==> src/rtl/label_equiv_ctrl.sv <==
`timescale 1ns/1ps
// label_equiv_ctrl
// Equivalence-table controller for connected-domain labeling. Maintains
// parent[label] in an external simple dual-port RAM (0 = root), merges label
// pairs by linking the larger root under the smaller one, and on command
// flattens the table so each label points straight at its final root.
//
// Ports:
//   clk, rst                 clock, synchronous active-high reset
//   merge_valid/ready        merge request handshake, labels merge_a/merge_b
//   flatten_start,num_labels start a flatten pass over labels 1..num_labels
//   busy, done               activity flag, one-cycle completion pulse
//   ram_wea/addra/data_a     RAM write port
//   ram_enb/addrb            RAM read port, ram_data_b valid one cycle later
module label_equiv_ctrl #(
  parameter int WIDTH = 8,
  parameter int DEPTH = 8
) (
  input  logic             clk,
  input  logic             rst,
  input  logic             merge_valid,
  output logic             merge_ready,
  input  logic [WIDTH-1:0] merge_a,
  input  logic [WIDTH-1:0] merge_b,
  input  logic             flatten_start,
  input  logic [DEPTH-1:0] num_labels,
  output logic             busy,
  output logic             done,
  output logic             ram_wea,
  output logic [DEPTH-1:0] ram_addra,
  output logic [WIDTH-1:0] ram_data_a,
  output logic             ram_enb,
  output logic [DEPTH-1:0] ram_addrb,
  input  logic [WIDTH-1:0] ram_data_b
);

  typedef enum logic [3:0] {
    IDLE    = 4'd0,
    FA_RD   = 4'd1,
    FA_CHK  = 4'd2,
    FB_RD   = 4'd3,
    FB_CHK  = 4'd4,
    LINK    = 4'd5,
    FL_RD1  = 4'd6,
    FL_CHK1 = 4'd7,
    FL_RD2  = 4'd8,
    FL_CHK2 = 4'd9,
    FL_WR   = 4'd10,
    DONE    = 4'd11
  } state_t;

  localparam logic [DEPTH-1:0] ONE_D  = DEPTH'(1);
  localparam logic [WIDTH-1:0] ZERO_W = '0;
  localparam logic [DEPTH-1:0] ZERO_D = '0;

  state_t           state_q;
  logic [WIDTH-1:0] b_q;       // second merge label, walked after root_a is found
  logic [WIDTH-1:0] cur_q;     // label currently being followed up its chain
  logic [WIDTH-1:0] root_a_q;  // root of a during merge; resolved root during flatten
  logic [WIDTH-1:0] root_b_q;
  logic [WIDTH-1:0] par_q;     // parent of the label being flattened
  logic [DEPTH-1:0] lbl_q;     // label being flattened
  logic [DEPTH-1:0] num_q;     // last label of the flatten pass

  logic merge_noop;
  assign merge_noop = (merge_a == merge_b) || (merge_a == ZERO_W) || (merge_b == ZERO_W);

  // Flatten has priority over merges, so ready is withheld while it is requested.
  assign merge_ready = (state_q == IDLE) && !flatten_start && !rst;

  // Controller FSM and datapath registers.
  always_ff @(posedge clk) begin
    if (rst) begin
      state_q  <= IDLE;
      b_q      <= ZERO_W;
      cur_q    <= ZERO_W;
      root_a_q <= ZERO_W;
      root_b_q <= ZERO_W;
      par_q    <= ZERO_W;
      lbl_q    <= ZERO_D;
      num_q    <= ZERO_D;
    end else begin
      case (state_q)
        IDLE: begin
          if (flatten_start) begin
            num_q <= num_labels;
            lbl_q <= ONE_D;
            state_q <= (num_labels == ZERO_D) ? DONE : FL_RD1;
          end else if (merge_valid) begin
            cur_q   <= merge_a;
            b_q     <= merge_b;
            state_q <= merge_noop ? IDLE : FA_RD;
          end else begin
            state_q <= IDLE;
          end
        end
        FA_RD: state_q <= FA_CHK;
        FA_CHK: begin
          if (ram_data_b == ZERO_W) begin
            root_a_q <= cur_q;
            cur_q    <= b_q;
            state_q  <= FB_RD;
          end else begin
            cur_q   <= ram_data_b;
            state_q <= FA_RD;
          end
        end
        FB_RD: state_q <= FB_CHK;
        FB_CHK: begin
          if (ram_data_b == ZERO_W) begin
            root_b_q <= cur_q;
            state_q  <= LINK;
          end else begin
            cur_q   <= ram_data_b;
            state_q <= FB_RD;
          end
        end
        LINK: state_q <= IDLE;
        FL_RD1: state_q <= FL_CHK1;
        FL_CHK1: begin
          if (ram_data_b != ZERO_W) begin
            par_q   <= ram_data_b;
            state_q <= FL_RD2;
          end else if (lbl_q == num_q) begin
            // Compare before incrementing so the top label never wraps.
            state_q <= DONE;
          end else begin
            lbl_q   <= lbl_q + ONE_D;
            state_q <= FL_RD1;
          end
        end
        FL_RD2: state_q <= FL_CHK2;
        FL_CHK2: begin
          // Lower labels are already flat, so the parent's parent is the root.
          root_a_q <= (ram_data_b == ZERO_W) ? par_q : ram_data_b;
          state_q  <= FL_WR;
        end
        FL_WR: begin
          if (lbl_q == num_q) begin
            state_q <= DONE;
          end else begin
            lbl_q   <= lbl_q + ONE_D;
            state_q <= FL_RD1;
          end
        end
        DONE: state_q <= IDLE;
        default: state_q <= IDLE;
      endcase
    end
  end

  // Moore decode of RAM strobes and status; forced low while reset is held so
  // an aborted write never reaches the RAM.
  always_comb begin
    busy       = 1'b0;
    done       = 1'b0;
    ram_wea    = 1'b0;
    ram_addra  = ZERO_D;
    ram_data_a = ZERO_W;
    ram_enb    = 1'b0;
    ram_addrb  = ZERO_D;
    if (!rst) begin
      busy = (state_q != IDLE);
      case (state_q)
        FA_RD, FB_RD: begin
          ram_enb   = 1'b1;
          ram_addrb = cur_q[DEPTH-1:0];
        end
        LINK: begin
          if (root_a_q > root_b_q) begin
            ram_wea    = 1'b1;
            ram_addra  = root_a_q[DEPTH-1:0];
            ram_data_a = root_b_q;
          end else if (root_b_q > root_a_q) begin
            ram_wea    = 1'b1;
            ram_addra  = root_b_q[DEPTH-1:0];
            ram_data_a = root_a_q;
          end else begin
            ram_wea = 1'b0;  // already equivalent
          end
        end
        FL_RD1: begin
          ram_enb   = 1'b1;
          ram_addrb = lbl_q;
        end
        FL_RD2: begin
          ram_enb   = 1'b1;
          ram_addrb = par_q[DEPTH-1:0];
        end
        FL_WR: begin
          ram_wea    = 1'b1;
          ram_addra  = lbl_q;
          ram_data_a = root_a_q;
        end
        DONE: done = 1'b1;
        default: busy = (state_q != IDLE);
      endcase
    end else begin
      busy = 1'b0;
    end
  end

endmodule

==> config.mk <==
export PLATFORM = sky130hd
export DESIGN_NAME = label_equiv_ctrl
export DESIGN_NICKNAME = d
export VERILOG_FILES = /design/src/rtl/label_equiv_ctrl.sv
export SDC_FILE = /design/constraint.sdc
export NUM_CORES = 1
export LEC_CHECK = 0
export BUFFER_PORTS_ARGS = -buffer_cell sky130_fd_sc_hd__buf_2
export CAP_MARGIN = 20
export CORE_AREA = 2 2 76 107
export CTS_CLUSTER_DIAMETER = 40
export DETAILED_ROUTE_END_ITERATION = 12
export DIE_AREA = 0 0 78 109
export PLACE_DENSITY_LB_ADDON = 0.15
export REMOVE_ABC_BUFFERS = 1
export SLEW_MARGIN = 0
export SYNTH_ARGS = -nofsm -noshare
export SYNTH_HDL_FRONTEND = slang
export SYNTH_SLANG_ARGS = --single-unit
==> constraint.sdc <==
create_clock -name clk -period 8.5 [get_ports clk]
set_clock_uncertainty 0.15 [all_clocks]
set_input_delay 1.275 -clock clk [delete_from_list [all_inputs] [get_ports clk]]
set_output_delay 1.275 -clock clk [all_outputs]
set_load 0.1 [all_outputs]
### After elaboration in Yosys (flattened, before gate mapping)

Cells that the tools add are included.

| storage, ports and cells | value |
|---|---|
| bits in registers | 60 |
| bits in latches | 0 |
| RAM bits | 0 |
| bits in read-only memories | 0 |
| input bits | 36 |
| word-level logic and storage cells | 96 |
| memories | 0 |

| operators by class | value |
|---|---|
| add/sub/neg operators | 1 |
| multipliers | 0 |
| div/mod/pow operators | 0 |
| order comparisons | 2 |
| equality and inequality tests | 19 |
| shift-type cells | 0 |
| muxes and demuxes | 40 |
| bitwise logic cells | 1 |
| reduce and logical (&&, ||, !) cells | 25 |

Operators with widths:

| operator | number |
|---|---|
| 2-to-1 mux 8 bit | 16 |
| one-hot mux 8 bit (3 select lines) | 3 |
| one-hot mux 8 bit (2 select lines) | 3 |
| one-hot mux 4 bit (10 select lines) | 1 |
| zero test 8 bit | 4 |
| == test 4 x 3 -> 1 bit (second input constant) | 4 |
| == test 4 bit (second input constant) | 4 |
| == test 8 bit | 2 |
| greater-than comparator 8 bit | 2 |
| 2-to-1 mux 4 bit | 4 |
| != test 2 bit (second input constant) | 6 |
| 2-to-1 mux 1 bit | 10 |
| adder 8 x 1 -> 8 bit (second input constant) | 1 |
| == test 4 x 2 -> 1 bit (second input constant) | 2 |
| AND reduction 2 bit | 4 |
| nonzero test 8 bit | 1 |
| AND reduction 3 bit | 2 |
| nonzero test 3 bit | 2 |
| == test 4 x 1 -> 1 bit (second input constant) | 1 |
| zero test 4 bit | 1 |
| AND reduction 4 bit | 1 |
| nonzero test 4 bit | 1 |
| OR reduction 4 bit | 1 |
| 2-to-1 mux 3 bit | 1 |
| other kinds (8) | 11 |

### Longest topological paths before layout

Gate-level depths: netlist (run 1).

| depth | value |
|---|---|
| depth in word-level cells | 7 |
| mapped depth | 8 |

### Worst setup path before layout (run 1)

No wires, ideal clock.

| timing | value |
|---|---|
| path kind | input port to output port |
| from | input rst |
| to | output merge_ready |
| arrival | 4.038 ns |
| required time | 7.075 ns |
| setup slack | 3.037 ns |
| stages on the path | 4 |
| path buffers | 3 |
| cells stage by stage | clkbuf_1 clkbuf_1 buf_1 nor3b_1 |

| between the ends | value |
|---|---|
| cells in the longest elaborated chain, start to end | 2 |

Ends and longest elaborated chain:

| item | line | text |
|---|---|---|
| start, declared | 20 | `input logic rst,` |
| zero test 1 bit | - |  |
| logical AND 1 bit | 69 | `assign merge_ready = (state_q == IDLE) && !flatten_start && !rst;` |
| end, declared | 22 | `output logic merge_ready,` |

No other way between the ends.

### Final worst setup path (run 1)

| timing | value |
|---|---|
| from | register state_q[2] |
| to | output ram_data_a[7] |

| between the ends | value |
|---|---|
| cells in the longest elaborated chain, start to end | 3 |
| elaborated cells on any way between the ends | 4 |

Ends and longest elaborated chain:

| item | line | text |
|---|---|---|
| start, declared | 56 | `state_t state_q;` |
| start signal, assigned | 88 | `state_q <= (num_labels == ZERO_D) ? DONE : FL_RD1;` |
| start signal, assigned | 92 | `state_q <= merge_noop ? IDLE : FA_RD;` |
| == test 4 bit or == test 4 x 3 -> 1 bit (tied branches) | 164 | `case (state_q)` |
| one-hot mux 8 bit (2 select lines) (*) | 164 |  |
| 2-to-1 mux 8 bit (*) | 162 | `if (!rst) begin` |
| end, declared | 31 | `output logic [WIDTH-1:0] ram_data_a,` |

Mark *: on every way between the ends. The rest lies on a longest branch, timed or not.

==> results of run 1 <==
==> flip-flops by register name, summed over array words and instances, names as in the netlist <==
| name | count |
|---|---|
| num_q | 8 |
| par_q | 8 |
| root_b_q | 8 |
| state_q | 4 |
| b_q | 8 |
| cur_q | 8 |
| root_a_q | 8 |
| lbl_q | 8 |
==> worst max-delay path, stage by stage, from the launching register on <==
cell      delay [ps]
dfxtp_1          590
nor4bb_1         640
nor2b_1          560
and2_1           400
a21o_1           340
a22o_1           180
buf_2            420
==> per-stage QoR <==
stage	utilization [%]	power, mW	setup slack (ps)	instances	cell area (um2)
floorplan	-	0.501	3590	437	3550
global placement	52.6	0.561	3950	602	4000
detailed placement	52.6	0.566	3870	602	4000
CTS	54.8	0.791	3620	617	4170
global route	54.8	0.833	3380	617	4170
finish	54.8	0.787	3600	617	4170
==> synthesized netlist by cell type, types with 2 or more instances <==
| cell | n |
|---|---|
| nor3_1 | 3 |
| nand3_1 | 26 |
| nand3b_1 | 3 |
| or4_1 | 4 |
| a21o_1 | 4 |
| o21ai_0 | 11 |
| a22oi_1 | 9 |
| nand4_1 | 5 |
| xnor2_1 | 10 |
| a21oi_1 | 20 |
| a211oi_1 | 12 |
| o211ai_1 | 2 |
| buf_2 | 5 |
| and2_1 | 9 |
| xor2_1 | 9 |
| nor4_1 | 7 |
| mux2i_1 | 33 |
| nand2_1 | 72 |
| inv_1 | 12 |
| nor2_1 | 47 |
| buf_6 | 2 |
| buf_1 | 2 |
| ha_1 | 9 |
| dfxtp_1 | 60 |
| nor2b_1 | 9 |
| or3_1 | 4 |
| a22o_1 | 13 |
| nand2b_1 | 7 |
| clkbuf_1 | 19 |
| a221oi_1 | 2 |
| a311oi_1 | 15 |
| and3_1 | 2 |
==> metal layers <==
layer  vias to the layer above  GRT usage (%)  routed length, um
met2                        98           40.8               4920
met1                      1679           31.6               4490
met4                         0           10.5                214
li1                       1772              -                  -
met5                         -              0                  0
met3                        15           4.88                419
==> power groups by stage <==
stage / combinational [mW] / clock [mW] / sequential [mW]
after floorplan: 0.161 / 0 / 0.341
after global placement: 0.206 / 0 / 0.355
after detailed placement: 0.210 / 0 / 0.356
after CTS: 0.210 / 0.231 / 0.349
after global routing: 0.232 / 0.245 / 0.355
final: 0.209 / 0.228 / 0.350
==> logic make-up after synthesis <==
kind of cell,after synthesis,share of synthesized area (%)
fa+ha+maj,9,3.06
simple gates,205,26.5
compound gates,98,19.4
flops,60,32.6
buf+inv,42,4.96
mux,33,8.97
xor+xnor,19,4.52
==> worst paths after layout <==
path,slack (ps),to
max reg2reg,5490,cur_q[1]
min reg2reg,320,num_q[0]
min,320,num_q[0]
max,3600,ram_data_a[7]
==> final cells by class <==
cell class,instances,area [um2]
clock buffers,13,159
clock inverters,2,10.0
fillers,744,3440
inverters,13,48.8
multi-input cells,364,2300
flip-flops and latches,60,1200
well taps,100,125
repair buffers,65,328
==> results.md, run 1 <==
* Synth area leader: dfxtp_1
* Root cell of the clock tree: clkbuf_8
* Startpoint type of the worst setup path: flop
* Number of global-route vias before repair at between 3000 and 4000
* Initial cell density of the core at roughly 48%
* Hold path cells at 2
* Post-synthesis cell area at between 3000 and 4000 um2
* F_max at approximately 200 MHz
* Detailed Route WL at 10.0 mm
* Most common cell after layout, fill and taps aside: nand2_1
* DRT Pass-1 Iters at 5
* DRT iter0 DRCs at between 200 and 250
* Seq/Total Area, Yosys at about a third
* RD Place Congestion at roughly 0.85
* P_sw at around 280 uW
* CTS H-tree depth at 3
* Max IR drop VDD at 0.131 mV
* Setup TNS at 0 ps
* Routed Antenna Nets at 0
* EDFF count, synth at 0
* Required time worst endpoint at slightly above 7000 ps
* Clock tree buffer depth at 2
* Grt ovf at 0
* ANT cells at 0
* Core ar. at roughly 7600 um2
* First-pass GRT wire length at between 15 and 20 mm
* WHS at ~320 ps
* Yosys warnings at 0
* CP max FO at 15
* Post-synth ARST share at 0%
* Top-area cell type share of the netlist area at approximately a third
* Clock latency on the worst-skew pair at about 350 ps
* Share of layout cells above drive strength 1 at between 15 and 20%
* Die ar. at about 8500 um2
* Int Pwr at 508 uW
* Final period util at between 50 and 60%
* Relative slew slack at between 30% and 40%
* Worst Max-Slew Pin Slew at around 990 ps
* Io pins at 65
* Final Slew Violations at 0
* Hold path start: num_q[0]
* Largest net degree at the start of global routing at 60
* CP Capture Type: primary output
* Min-Delay Path Class: reg -> reg
* Setup CP Type: reg -> out
* Die X at 78 um
* Avg Inst Size Synth at ~8 um2
* Final Hold Vio Count at 0
* Switching Share at 35.5%
* Post-route minimum period at around 5000 ps
* CTS Hold Buffers Added at 0
* P&R area growth vs syn at 13.2%
* RSZ-0062 raised after global routing: false
* CTS tree: yes
* Initial antenna violation count at 0
* Max-Cap Viols at 0
* Final setup fails at 0
* Critical path origin: state_q[2]
* # DRC at 0
* #FFs+latches synth at 60
* WL per Instance at roughly 16 um
* Top post-synthesis cells by area: dfxtp_1 33%, mux2i_1 9.0%, nand2_1 7.3%
* Leak pwr at 1.81 nW
* Worst Path Arrival at 3480 ps
* Die H at approximately 110 um
* Clk sinks at 60
* Rows at 38
* Post-cts sizing count at 0
* Gr usage total at between 20% and 30%
* DR vias at 3564
* Sequential Power Share at about 45%
* Commonest non-fill, non-tap cells in the layout: 72 x nand2_1, 64 x buf_2, 60 x dfxtp_1, 47 x nor2_1, 33 x mux2i_1
* R2R depth at 5
* Cell variety after synth at a little over 50
* Status: finished clean
* Combinational share of power at a little over a quarter
* Pwr/cell area at ~190 nW/um2
* Mapped Cells at roughly 470
* Clk slew on worst S/H paths at 60 ps
* CTS Buf Count at 9
* Hpwl dp at ~7.5 mm
* Setup Fix Bufs, Post-CTS at 0
* Primary FF master, synth: dfxtp_1
* DR vias/cell at roughly 5.8
* Nets@finish at around 560
* Port Buffers at between 60 and 70
* Reg2Reg Launch Point: state_q[1]
* Clock power share at 29.0%
(Power assumes the default switching activity.)
==> run 2, diff against run 1 <==
==> constraint.sdc (replaced) <==
create_clock -name clk -period 4.72 [get_ports clk]
set_clock_uncertainty 0.15 [all_clocks]
set_input_delay 0.708 -clock clk [delete_from_list [all_inputs] [get_ports clk]]
set_output_delay 0.708 -clock clk [all_outputs]
set_load 0.1 [all_outputs]
==> run 2 against run 1 <==
Effect of this change: worst hold slack gained 1.4 ps; total power is 75% higher; critical path depth grew 1; core utilization barely moved.
==> results.md, run 2 (synthesized netlist as in run 1, its figures left out) <==
* Worst path cell trace: nor4bb_1 -> nor2b_1 -> buf_4 -> and2_1 -> a21o_1 -> a22o_1 -> buf_2
* Slowest Stage Delay on Critical Path at 600 ps (-40 ps)
* DR vias at 3504 (-1.7%)
* Startpoint type of the worst setup path: flop
* RD Place Congestion at 0.850 (-0.41%)
* DR vias/cell at 5.68 (-1.7%)
* Grt ovf at 0 (unchanged)
* Die X at 78 um (unchanged)
* CP Capture Type: primary output
* CTS tree: yes
* Number of global-route vias before repair at 3297 (+2.3%)
* Rows at 38 (unchanged)
* Final Hold Vio Count at 0 (unchanged)
* Met2 GRT Util at 42.4% (+1.5 points)
* First-pass GRT wire length at 16.4 mm (about the same)
* Setup Fix Bufs, Post-CTS at 0 (unchanged)
* Final Slew Violations at 0 (unchanged)
* Max IR drop VDD at 0.240 mV (+83%)
* M3 GR Usage at 6.04% (+1.2 points)
* Hpwl dp at 7.55 mm (+1.3%)
* Leak pwr at 1.81 nW (about the same)
* Largest net degree at the start of global routing at 56 (-6.7%)
* Die H at 109 um (unchanged)
* Routed Antenna Nets at 0 (unchanged)
* CTS H-tree depth at 3 (unchanged)
* P&R area growth vs syn at 13.2% (about the same)
* Io pins at 65 (unchanged)
* GRT busiest layer: met2
* Final Power at 1.38 mW (+75%)
* M1 GR Usage at 30.4% (-1.1 points)
* Status: finished clean
* DRT Pass-1 Iters at 4 (-1)
* Required time worst endpoint at 3860 ps (-3210 ps)
* Port Buffers at 64 (unchanged)
* ANT cells at 0 (unchanged)
* Setup TNS at 0 ps (unchanged)
* Root cell of the clock tree: clkbuf_8
* Final setup fails at 0 (unchanged)
* Nets@finish at 561 (+0.54%)
* Initial antenna violation count at 0 (unchanged)
* Final period util at 81.6%
* F_max at between 200 and 300 MHz
* Most common cell after layout, fill and taps aside: nand2_1
* Clk sinks at 60 (unchanged)
* Clock latency on the worst-skew pair at 350 ps (about the same)
* Core ar. at 7610 um2 (unchanged)
* DRT iter0 DRCs at 230 (+0.88%)
* Worst Max-Slew Pin Slew at 921 ps (-67.1 ps)
* Gr usage total at 24.9% (+0.14 points)
* Clock tree buffer depth at 2 (unchanged)
* Initial cell density of the core at 48.4% (unchanged)
* Post-cts sizing count at 0 (unchanged)
* CTS Hold Buffers Added at 0 (unchanged)
* Die ar. at 8500 um2 (unchanged)
* # DRC at 0 (unchanged)
* Post-route minimum period at 3850 ps
* Pwr/cell area at 331 nW/um2 (+76%)
* Fill count at 756 (+1.6%)
* Detailed Route WL at 9.99 mm (-0.59%)
* Share of layout cells above drive strength 1 at 16.1% (unchanged)
* Slowest CP cell: dfxtp_1
* Setup CP Type: reg -> out
* Clk slew on worst S/H paths at 60 ps (about the same)
* Worst Path Arrival at 2990 ps (-490 ps)
* CP max FO at 15 (unchanged)
* Min-Delay Path Class: reg -> reg
* Relative slew slack at 38.1% (+4.5 points)
* CTS Buf Count at 9 (unchanged)
* WL per Instance at 16.2 um (-0.59%)
* Commonest non-fill, non-tap cells in the layout: 72 x nand2_1, 64 x buf_2, 60 x dfxtp_1, 47 x nor2_1, 33 x mux2i_1
* Max-Cap Viols at 0 (unchanged)
* RSZ-0062 raised after global routing: false
run 2: per-layer routing:
metal	share of wire (%)	wire length [um]
met4	2.3	227
met1	43	4330
met2	50	4980
met3	4.5	447
met5	0	0
run 2: path summary, 6_finish.rpt:
path                    to        from  depth (start not counted)  slack [ps]
max          ram_data_a[6]  state_q[2]                          7         870
min               num_q[7]    num_q[7]                          2         320
max reg2reg       cur_q[1]  state_q[2]                          5        1780
min reg2reg       num_q[7]    num_q[7]                          2         320
run 2: area by class of cell:
type,count,area [um2],share of cell area [%]
Tap cell,100,125,3.00
Timing Repair Buffer,68,350,8.40
Inverter,13,48.8,1.17
Clock buffer,12,145,3.48
Sequential cell,60,1200,28.8
Multi-Input combinational cell,364,2300,55.1
run 2: critical path, delay by kind of cell (launching register included):
family / cells / cell delay (ps)
simple gates: 3 / 940
buf+inv: 2 / 590
compound gates: 2 / 510
flops: 1 / 600
run 2: per-stage QoR:
stage / hold WS (ps) / worst slack [ps] / util (%) / cell area [um2] / instances
2_1_floorplan: 292 / 496 / - / 3550 / 437
3_3_place_gp: 312 / 1350 / 52.9 / 4030 / 605
3_5_place_dp: 313 / 1260 / 52.9 / 4030 / 605
4_1_cts: 322 / 877 / 54.8 / 4170 / 617
5_1_grt: 345 / 647 / 54.8 / 4170 / 617
6_report: 321 / 869 / 54.8 / 4170 / 617
run 2: power by group:
part,leakage [nW],switching [mW],internal (mW)
clock,0.0743,0.179,0.193
sequential,0.488,0.0733,0.558
combinational,1.24,0.234,0.144
